==> src/rtl/superalu_share_arbiter.sv <==
// Two-port round-robin arbiter in front of the shared super ALU (mul/div/sqrt/cordic).
// Latches the winner's operands, drives the ALU start/done handshake and returns results with a watchdog abort.
module superalu_share_arbiter #(
  parameter int DATA_WIDTH     = 16,
  parameter int OP_WIDTH       = 2,
  parameter int TIMEOUT_CYCLES = 255,
  parameter int CNT_WIDTH      = 8
) (
  input  logic                  CLK,
  input  logic                  RST,
  input  logic [1:0]            REQ,
  input  logic [OP_WIDTH-1:0]   OP0,
  input  logic [DATA_WIDTH-1:0] A0,
  input  logic [DATA_WIDTH-1:0] B0,
  input  logic [OP_WIDTH-1:0]   OP1,
  input  logic [DATA_WIDTH-1:0] A1,
  input  logic [DATA_WIDTH-1:0] B1,
  output logic [1:0]            ACK,
  output logic [DATA_WIDTH-1:0] RES_F,
  output logic [DATA_WIDTH-1:0] RES_P,
  output logic                  ERR,
  output logic                  BUSY,
  output logic                  GNT_ID,
  output logic                  ALU_START,
  output logic [OP_WIDTH-1:0]   ALU_OP,
  output logic [DATA_WIDTH-1:0] ALU_XIN,
  output logic [DATA_WIDTH-1:0] ALU_YIN,
  input  logic [DATA_WIDTH-1:0] ALU_FOUT,
  input  logic [DATA_WIDTH-1:0] ALU_POUT,
  input  logic                  ALU_DONE
);

  typedef enum logic [1:0] {
    S_IDLE  = 2'd0,
    S_ISSUE = 2'd1,
    S_WAIT  = 2'd2,
    S_RESP  = 2'd3
  } state_t;

  // Counter value seen on the TIMEOUT_CYCLES-th WAIT cycle.
  localparam logic [CNT_WIDTH-1:0] CNT_LAST = CNT_WIDTH'(TIMEOUT_CYCLES - 1);

  state_t                state_q, state_d;
  logic [CNT_WIDTH-1:0]  cnt_q, cnt_d;
  logic                  gnt_q, gnt_d;
  logic [1:0]            ack_q, ack_d;
  logic                  err_q, err_d;
  logic                  busy_q, busy_d;
  logic                  start_q, start_d;
  logic [DATA_WIDTH-1:0] res_f_q, res_f_d;
  logic [DATA_WIDTH-1:0] res_p_q, res_p_d;
  logic [OP_WIDTH-1:0]   op_q, op_d;
  logic [DATA_WIDTH-1:0] x_q, x_d;
  logic [DATA_WIDTH-1:0] y_q, y_d;
  logic                  win_s;

  // Next-state and registered-output computation.
  always_comb begin
    state_d = state_q;
    cnt_d   = cnt_q;
    gnt_d   = gnt_q;
    ack_d   = 2'b00;
    err_d   = err_q;
    start_d = 1'b0;
    res_f_d = res_f_q;
    res_p_d = res_p_q;
    op_d    = op_q;
    x_d     = x_q;
    y_d     = y_q;
    win_s   = 1'b0;
    case (state_q)
      S_IDLE: begin
        if (REQ != 2'b00) begin
          // On a tie, the requester that was not granted last time wins.
          win_s   = (REQ == 2'b11) ? ~gnt_q : REQ[1];
          gnt_d   = win_s;
          op_d    = win_s ? OP1 : OP0;
          x_d     = win_s ? A1 : A0;
          y_d     = win_s ? B1 : B0;
          start_d = 1'b1;
          state_d = S_ISSUE;
        end else begin
          state_d = S_IDLE;
        end
      end
      S_ISSUE: begin
        cnt_d   = {CNT_WIDTH{1'b0}};
        state_d = S_WAIT;
      end
      S_WAIT: begin
        if (ALU_DONE) begin
          res_f_d = ALU_FOUT;
          res_p_d = ALU_POUT;
          err_d   = 1'b0;
          ack_d   = gnt_q ? 2'b10 : 2'b01;
          state_d = S_RESP;
        end else if (cnt_q == CNT_LAST) begin
          res_f_d = {DATA_WIDTH{1'b0}};
          res_p_d = {DATA_WIDTH{1'b0}};
          err_d   = 1'b1;
          ack_d   = gnt_q ? 2'b10 : 2'b01;
          state_d = S_RESP;
        end else begin
          cnt_d = cnt_q + CNT_WIDTH'(1);
        end
      end
      S_RESP: begin
        state_d = S_IDLE;
      end
      default: begin
        state_d = S_IDLE;
      end
    endcase
    busy_d = (state_d != S_IDLE);
  end

  // State and output registers with synchronous reset.
  always_ff @(posedge CLK) begin
    if (RST) begin
      state_q <= S_IDLE;
      cnt_q   <= {CNT_WIDTH{1'b0}};
      gnt_q   <= 1'b1;
      ack_q   <= 2'b00;
      err_q   <= 1'b0;
      busy_q  <= 1'b0;
      start_q <= 1'b0;
      res_f_q <= {DATA_WIDTH{1'b0}};
      res_p_q <= {DATA_WIDTH{1'b0}};
      op_q    <= {OP_WIDTH{1'b0}};
      x_q     <= {DATA_WIDTH{1'b0}};
      y_q     <= {DATA_WIDTH{1'b0}};
    end else begin
      state_q <= state_d;
      cnt_q   <= cnt_d;
      gnt_q   <= gnt_d;
      ack_q   <= ack_d;
      err_q   <= err_d;
      busy_q  <= busy_d;
      start_q <= start_d;
      res_f_q <= res_f_d;
      res_p_q <= res_p_d;
      op_q    <= op_d;
      x_q     <= x_d;
      y_q     <= y_d;
    end
  end

  assign ACK       = ack_q;
  assign RES_F     = res_f_q;
  assign RES_P     = res_p_q;
  assign ERR       = err_q;
  assign BUSY      = busy_q;
  assign GNT_ID    = gnt_q;
  assign ALU_START = start_q;
  assign ALU_OP    = op_q;
  assign ALU_XIN   = x_q;
  assign ALU_YIN   = y_q;

endmodule

==> config.mk <==
export PLATFORM = sky130hd
export DESIGN_NAME = superalu_share_arbiter
export DESIGN_NICKNAME = d
export VERILOG_FILES = /design/src/rtl/superalu_share_arbiter.sv
export SDC_FILE = /design/constraint.sdc
export NUM_CORES = 1
export LEC_CHECK = 0
export ABC_AREA = 0
export CAP_MARGIN = 20
export CORE_MARGIN = 1.5
export CORE_UTILIZATION = 42
export CTS_CLUSTER_SIZE = 25
export DETAILED_ROUTE_END_ITERATION = 12
export PLACE_DENSITY = 0.85
export REMOVE_ABC_BUFFERS = 1
export SETUP_SLACK_MARGIN = 0.02
export SLEW_MARGIN = 0
export SYNTH_ARGS = -nofsm -noshare
export SYNTH_HDL_FRONTEND = slang
export SYNTH_SLANG_ARGS = --single-unit
==> constraint.sdc <==
create_clock -name CLK -period 2.9 [get_ports CLK]
set_clock_uncertainty 0.05 [all_clocks]
set_input_delay 0.29 -clock CLK [delete_from_list [all_inputs] [get_ports CLK]]
set_output_delay 0.29 -clock CLK [all_outputs]
set_load 0.1 [all_outputs]
==> results of run 1 <==
-- final timing paths --
kind | slack (ns) | start | cells after the start | endpoint
worst min-delay path | 0.30 | RST | 2 | cnt_q[2]
worst max register to register | 0.85 | cnt_q[0] | 6 | RES_P[15]
worst min register to register | 0.43 | RES_P[14] | 1 | RES_P[14]
worst max-delay path | 0.85 | cnt_q[0] | 6 | RES_P[15]
-- power groups by stage --
stage	clock (mW)	sequential (mW)	combinational, mW
finish	0.759	1.57	3.24
global route	0.834	1.60	3.36
global placement	0	1.58	3.21
floorplan	0	3.53	0.566
CTS	0.786	1.57	3.26
detailed placement	0	1.59	3.25
-- final cells by class --
cell class                      count  area (sq um)  area share
Inverter                            4          15.0     0.00294
Multi-Input combinational cell    204          1520       0.297
Clock inverter                      6          50.0     0.00980
Clock buffer                       10           138      0.0269
Timing Repair Buffer              180          1620       0.317
Tap cell                          102           128      0.0250
Sequential cell                    82          1640       0.321
-- worst max-delay path: stages (launching register included) --
cell and delay [ns]:
dfxtp_1 0.39, inv_1 0.07, ha_1 0.23, nand3_1 0.15
o21bai_4 0.13, a21oi_4 0.70, a22o_1 0.26
-- routing by layer --
layer | vias up | track usage
met2 | 136 | 0.364
met5 | - | 0
met4 | 0 | 0.0808
met1 | 1400 | 0.242
met3 | 12 | 0.0638
li1 | 1495 | -
-- state kept, by name, indices dropped and copies added, names as in the netlist --
signal,flops
ALU_XIN,16
ALU_YIN,16
RES_F,16
RES_P,16
cnt_q,8
ACK,2
ALU_OP,2
state_q,2
ALU_START,1
BUSY,1
ERR,1
GNT_ID,1
-- cells in the mapped netlist, types with 3 or more instances --
master | number | area, sq um
dfxtp_1 | 82 | 1640
nor2_1 | 37 | 139
a211oi_1 | 36 | 270
mux2i_1 | 34 | 340
a22o_1 | 32 | 280
clkbuf_1 | 11 | 41.3
nand2_1 | 9 | 33.8
a21oi_1 | 6 | 30.0
buf_2 | 6 | 30.0
buf_6 | 6 | 67.6
ha_1 | 6 | 75.1
nand3_1 | 6 | 30.0
nand2b_1 | 5 | 31.3
inv_1 | 4 | 15.0
nor2b_1 | 3 | 18.8
-- logic make-up after synthesis --
family	count (synthesis)	synth area share
compound gates	91	0.222
flops	82	0.497
simple gates	72	0.102
mux	35	0.106
buf+inv	29	0.0500
fa+ha+maj	6	0.0227
-- per-stage QoR --
stage / area [sq um] / setup TNS (ns)
3_3_place_gp: 4920 / 0
2_1_floorplan: 3150 / -77.20
3_5_place_dp: 4920 / 0
5_1_grt: 5110 / 0
6_report: 5110 / 0
4_1_cts: 5110 / 0
==> summary.log, run 1 <==
[power_and_ir_drop] Comb power frac 0.582
[worst_setup_path] kind of capture point of the worst setup path register
[sta] worst setup slack after layout 0.848 ns
[layout] nets@finish 592
[clocking] number of gates resized after cts 0
[floorplanning] area of the die 8410 sq um
[floorplanning] effective utilization at floorplan 0.430
[synthesis] Cell Area, Synth 3300 sq um
[sta] part of the cycle the worst path needs 0.707
[clocking] Clock Tree Buf Depth 2
[detailed_routing] WL per Instance 15.2 um
[sta] final max-slew violation count 0
[synthesis] count of unique library cells instantiated by Yosys 40
[detailed_routing] Via density 5.18
[clocking] cell chosen for the clock root clkbuf_8
[detailed_routing] number of vias in the routed layout 3043
[floorplanning] CORE AREA 7690 sq um
[global_route] aggregate global routing overflow 0
[detailed_routing] met3 wirelength from detailed routing 812 um
[global_route] largest net degree at the start of global routing 70
[placement] Placed Instances 572
[synthesis] dominant register cell in the synthesized netlist dfxtp_1
[detailed_routing] uppermost layer routed met4
[global_route] number of antenna violations at the first check in global routing 0
[clocking] cts-stage hold buffer count 0
[clocking] TritonCTS Sinks 82
[clocking] H-Tree Depth 3
[synthesis] portion of the post-synthesis area used by sequential elements 0.497
[worst_setup_path] largest fanout on the critical path 32
[worst_setup_path] Worst EP required 3.13 ns
[layout] commonest non-fill, non-tap cell in the layout clkdlybuf4s50_1
[detailed_routing] met2 WL post-DR 4390 um
[detailed_routing] count of antenna-violating nets left after detailed routing 0
[power_and_ir_drop] sequential power share 0.282
[detailed_routing] DRC Markers 0
[layout] diode count 0
[floorplanning] horizontal extent of the die 91.7 um
[synthesis] number of warnings issued by yosys 0
[layout] layout overhead on the synthesized area 54.6%
[floorplanning] floorplan die height 91.7 um
[placement] Final HPWL DP 6520 um
[detailed_routing] wire length on met1 3620 um
[placement] Port-buffer cells 176
[power_and_ir_drop] switching share of power 0.554
[power_and_ir_drop] power spent charging and discharging nets 3.09 mW
[power_and_ir_drop] Internal Pwr Total 2.48 mW
[sta] final setup fails 0
[detailed_routing] Post-Route WL 8940 um
[worst_setup_path] kind of critical path register to register
[sta] worst slew margin relative to its limit 0.435
[detailed_routing] number of DRC markers in iteration 0 49
[clocking] TritonCTS clock tree done
[worst_setup_path] arrival time at the worst endpoint 2.28 ns
[run_status] status finished, final reports clean
[clocking] Worst-path clk slew 0.09 ns
[sta] total count of hold-check failures in the final report 0
[floorplanning] row count 32
[clocking] Clk Latency, worst-skew pair 0.34 ns
[sta] max frequency 487 MHz
[placement] worst setup timing slack at the placement stage 0.771 ns
[worst_setup_path] sort of element at the start of the critical path register
[clocking] post-CTS setup buffer count 0
[job] max-capacitance violation count 0
[synthesis] share of synthesized registers carrying an async set or reset 0
[layout] most frequent cells in the layout 103 x clkdlybuf4s50_1, 82 x dfxtp_1, 75 x buf_4
[min_path] path class of the lowest-slack min-delay path primary input to register
[power_and_ir_drop] IR drop worst, VDD 0.000836 V
[synthesis] number of enable-type register cells in the synthesized netlist 0
[global_route] via count of the first global-routing pass 3064
[synthesis] mean cell area of the mapped netlist 10.5 sq um
[sta] transition time at the pin with the least slew margin 0.846 ns
[layout] ratio of cells with drive above 1 in the final layout 0.210
[placement] global placement routability congestion 0.817
[global_route] global-route wire length before repair 14200 um
[detailed_routing] first-pass detailed-route iteration total 5
[floorplanning] IO Count 177
[power_and_ir_drop] post-layout total power 5.57 mW
[global_route] total track usage 0.210
[clocking] Num CTS Buffers 9
[sta] RSZ-0062 raised after global routing false
[sta] final critical delay including setup and external delays 2.05 ns
[synthesis] post-synthesis register bit count 82
[layout] number of fill cells 657
[power_and_ir_drop] Static Leak 2.09 nW
[synthesis] Post-Syn Instances 315
[power_and_ir_drop] power density normalized to cell area 1090 nW/um^2
[layout] count of non-filler cells in the finished layout 588
[power_and_ir_drop] part of the total power dissipated in the clock network 0.136
[sta] Hold WS 0.303 ns
[layout] fraction of the core area covered by cells at the end of the flow 0.664
Note: power is estimated with default switching activity, not from simulation.
==> run 2: changes to the inputs <==
--- a/config.mk
+++ b/config.mk
@@ -8,10 +8,10 @@
 export ABC_AREA = 0
 export CAP_MARGIN = 20
 export CORE_MARGIN = 1.5
-export CORE_UTILIZATION = 42
+export CORE_UTILIZATION = 35
 export CTS_CLUSTER_SIZE = 25
 export DETAILED_ROUTE_END_ITERATION = 12
-export PLACE_DENSITY = 0.85
+export PLACE_DENSITY = 0.76
 export REMOVE_ABC_BUFFERS = 1
 export SETUP_SLACK_MARGIN = 0.02
 export SLEW_MARGIN = 0
==> constraint.sdc (replaced) <==
create_clock -name CLK -period 1.8 [get_ports CLK]
set_clock_uncertainty 0.05 [all_clocks]
set_input_delay 0.18 -clock CLK [delete_from_list [all_inputs] [get_ports CLK]]
set_output_delay 0.18 -clock CLK [all_outputs]
set_load 0.1 [all_outputs]
==> run 2 against run 1 <==
  * Power is 66% higher
  * Via count is 0.46% lower
  * Register-to-register slack lost 0.79 ns
  * First-iteration DRC count increased by 49%
  * Global-route usage is 3.3 points lower
  * Core utilization shrank 9.4 points
==> summary.log, run 2 (synthesis results as in run 1) <==
[run_status] status finished, final reports clean
[layout] most frequent cells in the layout 103 x clkdlybuf4s50_1, 82 x dfxtp_1, 77 x buf_4
[detailed_routing] WL per Instance 14.9 um
[placement] Port-buffer cells 176
[placement] Placed Instances 586
[floorplanning] row count 35
[min_path] path class of the lowest-slack min-delay path primary input to register
[floorplanning] floorplan die height 100 um
[worst_setup_path] kind of critical path register to register
[sta] Hold WS 0.140 ns
[floorplanning] IO Count 177
[detailed_routing] Via density 5.01
[worst_setup_path] source of the worst register-to-register timing path cnt_q[0]
[worst_setup_path] arrival time at the worst endpoint 1.97 ns
[placement] global placement routability congestion 0.803
[job] max-capacitance violation count 0
[detailed_routing] first-pass detailed-route iteration total 4
[power_and_ir_drop] post-layout total power 9.22 mW
[global_route] aggregate global routing overflow 0
[layout] area occupied by multi-input gates 1560 sq um
[detailed_routing] count of antenna-violating nets left after detailed routing 0
[placement] Final HPWL DP 6500 um
[clocking] TritonCTS clock tree done
[power_and_ir_drop] Static Leak 2.15 nW
[clocking] H-Tree Depth 3
[layout] nets@finish 599
[worst_setup_path] sort of element at the start of the critical path register
[min_path] count of cells along the worst hold path 2
[layout] number of fill cells 818
[sta] final max-slew violation count 0
[layout] ratio of cells with drive above 1 in the final layout 0.225
[worst_setup_path] Reg2Reg Setup Slack 0.06 ns
[worst_setup_path] kind of capture point of the worst setup path register
[global_route] largest net degree at the start of global routing 47
[clocking] Num CTS Buffers 9
[global_route] number of antenna violations at the first check in global routing 0
[power_and_ir_drop] power density normalized to cell area 1760 nW/um^2
[layout] register area 1640 sq um
[sta] total count of hold-check failures in the final report 0
[worst_setup_path] Worst path top cell family by delay simple AND/OR/NAND/NOR gates
[floorplanning] horizontal extent of the die 100 um
[clocking] Clock Tree Buf Depth 2
[sta] transition time at the pin with the least slew margin 0.518 ns
[worst_setup_path] cell with the biggest individual delay on the critical path or4_1
[clocking] cts-stage hold buffer count 0
[worst_setup_path] worst reg2reg endpoint cnt_q[6]
[sta] RSZ-0062 raised after global routing true
[floorplanning] CORE AREA 9200 sq um
[min_path] Min-Delay Endpoint state_q[1]
[detailed_routing] Post-Route WL 8970 um
[sta] part of the cycle the worst path needs 0.968
[global_route] total track usage 0.177
[sta] worst slew margin relative to its limit 0.654
[layout] count of non-filler cells in the finished layout 604
[detailed_routing] DRC Markers 0
[worst_setup_path] number of cells on the worst reg-to-reg path 6
[worst_setup_path] Worst EP required 2.03 ns
[layout] layout overhead on the synthesized area 58.9%
[clocking] Clk Latency, worst-skew pair 0.35 ns
[worst_setup_path] largest fanout on the critical path 6
[floorplanning] effective utilization at floorplan 0.359
[clocking] Worst-path clk slew 0.09 ns
[global_route] global-route wire length before repair 13900 um
[global_route] via count of the first global-routing pass 2877
[worst_setup_path] CP Buf/Inv Count 1
[sta] max frequency 574 MHz
[power_and_ir_drop] IR drop worst, VDD 0.00111 V
[worst_setup_path] delay contributed by the slowest stage of the critical path 0.52 ns
[worst_setup_path] critical-path cell list inv_1 -> ha_1 -> nand3_2 -> o21bai_4 -> or4_1 -> a31oi_1
[layout] commonest non-fill, non-tap cell in the layout clkdlybuf4s50_1
[detailed_routing] number of DRC markers in iteration 0 73
[detailed_routing] number of vias in the routed layout 3029
[clocking] TritonCTS Sinks 82
[floorplanning] area of the die 10000 sq um
[clocking] cell chosen for the clock root clkbuf_8
[layout] diode count 0
[min_path] Worst Min Path Start RST
[sta] final critical delay including setup and external delays 1.74 ns
[sta] final setup fails 0
## run 2: where the power goes
| part | internal [mW] | switching [mW] | leakage (nW) |
|---|---|---|---|
| logic | 1.25 | 4.04 | 1.37 |
| clock network | 0.666 | 0.728 | 0.102 |
| registers | 2.27 | 0.260 | 0.672 |
## run 2: stage by stage
step,setup TNS [ns],utilization,setup slack [ns],cell area (sq um)
3_3_place_gp,-1.85,0.543,-0.0596,4990
4_1_cts,0,0.568,0.0395,5220
5_1_grt,-0.0412,0.571,-0.0215,5250
2_1_floorplan,-118.97,-,-3.36,3150
6_report,0,0.571,0.0572,5250
3_5_place_dp,-4.63,0.543,-0.165,4990
## run 2: layout make-up
class | count | area share
clock buffer | 9 | 0.0236
timing repair buffer | 185 | 0.321
sequential | 82 | 0.313
tap | 111 | 0.0265
inverter | 4 | 0.00286
multi-input combinational | 206 | 0.297
clock inverter | 7 | 0.0160
## run 2: repair_timing
action,in CTS,in global routing
resized for setup,2,3
setup endpoints to repair,32,32
pin swaps,1,1
cloned,1,1
setup buffers,0,0
## run 2: routing by layer
layer | vias to the layer above | routed length, um | global-route usage | part of all wire
met3 | 10 | 868 | 0.0662 | 0.097
li1 | 1515 | - | - | -
met1 | 1360 | 3720 | 0.202 | 0.41
met4 | 0 | 98 | 0.0661 | 0.011
met2 | 144 | 4280 | 0.300 | 0.48
met5 | - | 0 | 0 | 0
## run 2: worst max path at each step
stage	slack, ns	startpoint	cells past startpoint	to
after global routing	-0.02	cnt_q[0]	6	cnt_q[6]
after floorplan	-3.36	GNT_ID	3	ALU_OP[0]
final	0.06	cnt_q[0]	6	cnt_q[6]
after CTS	0.04	cnt_q[0]	6	cnt_q[6]
after global placement	-0.06	ALU_DONE	4	RES_P[13]
after detailed placement	-0.17	cnt_q[0]	6	RES_P[5]
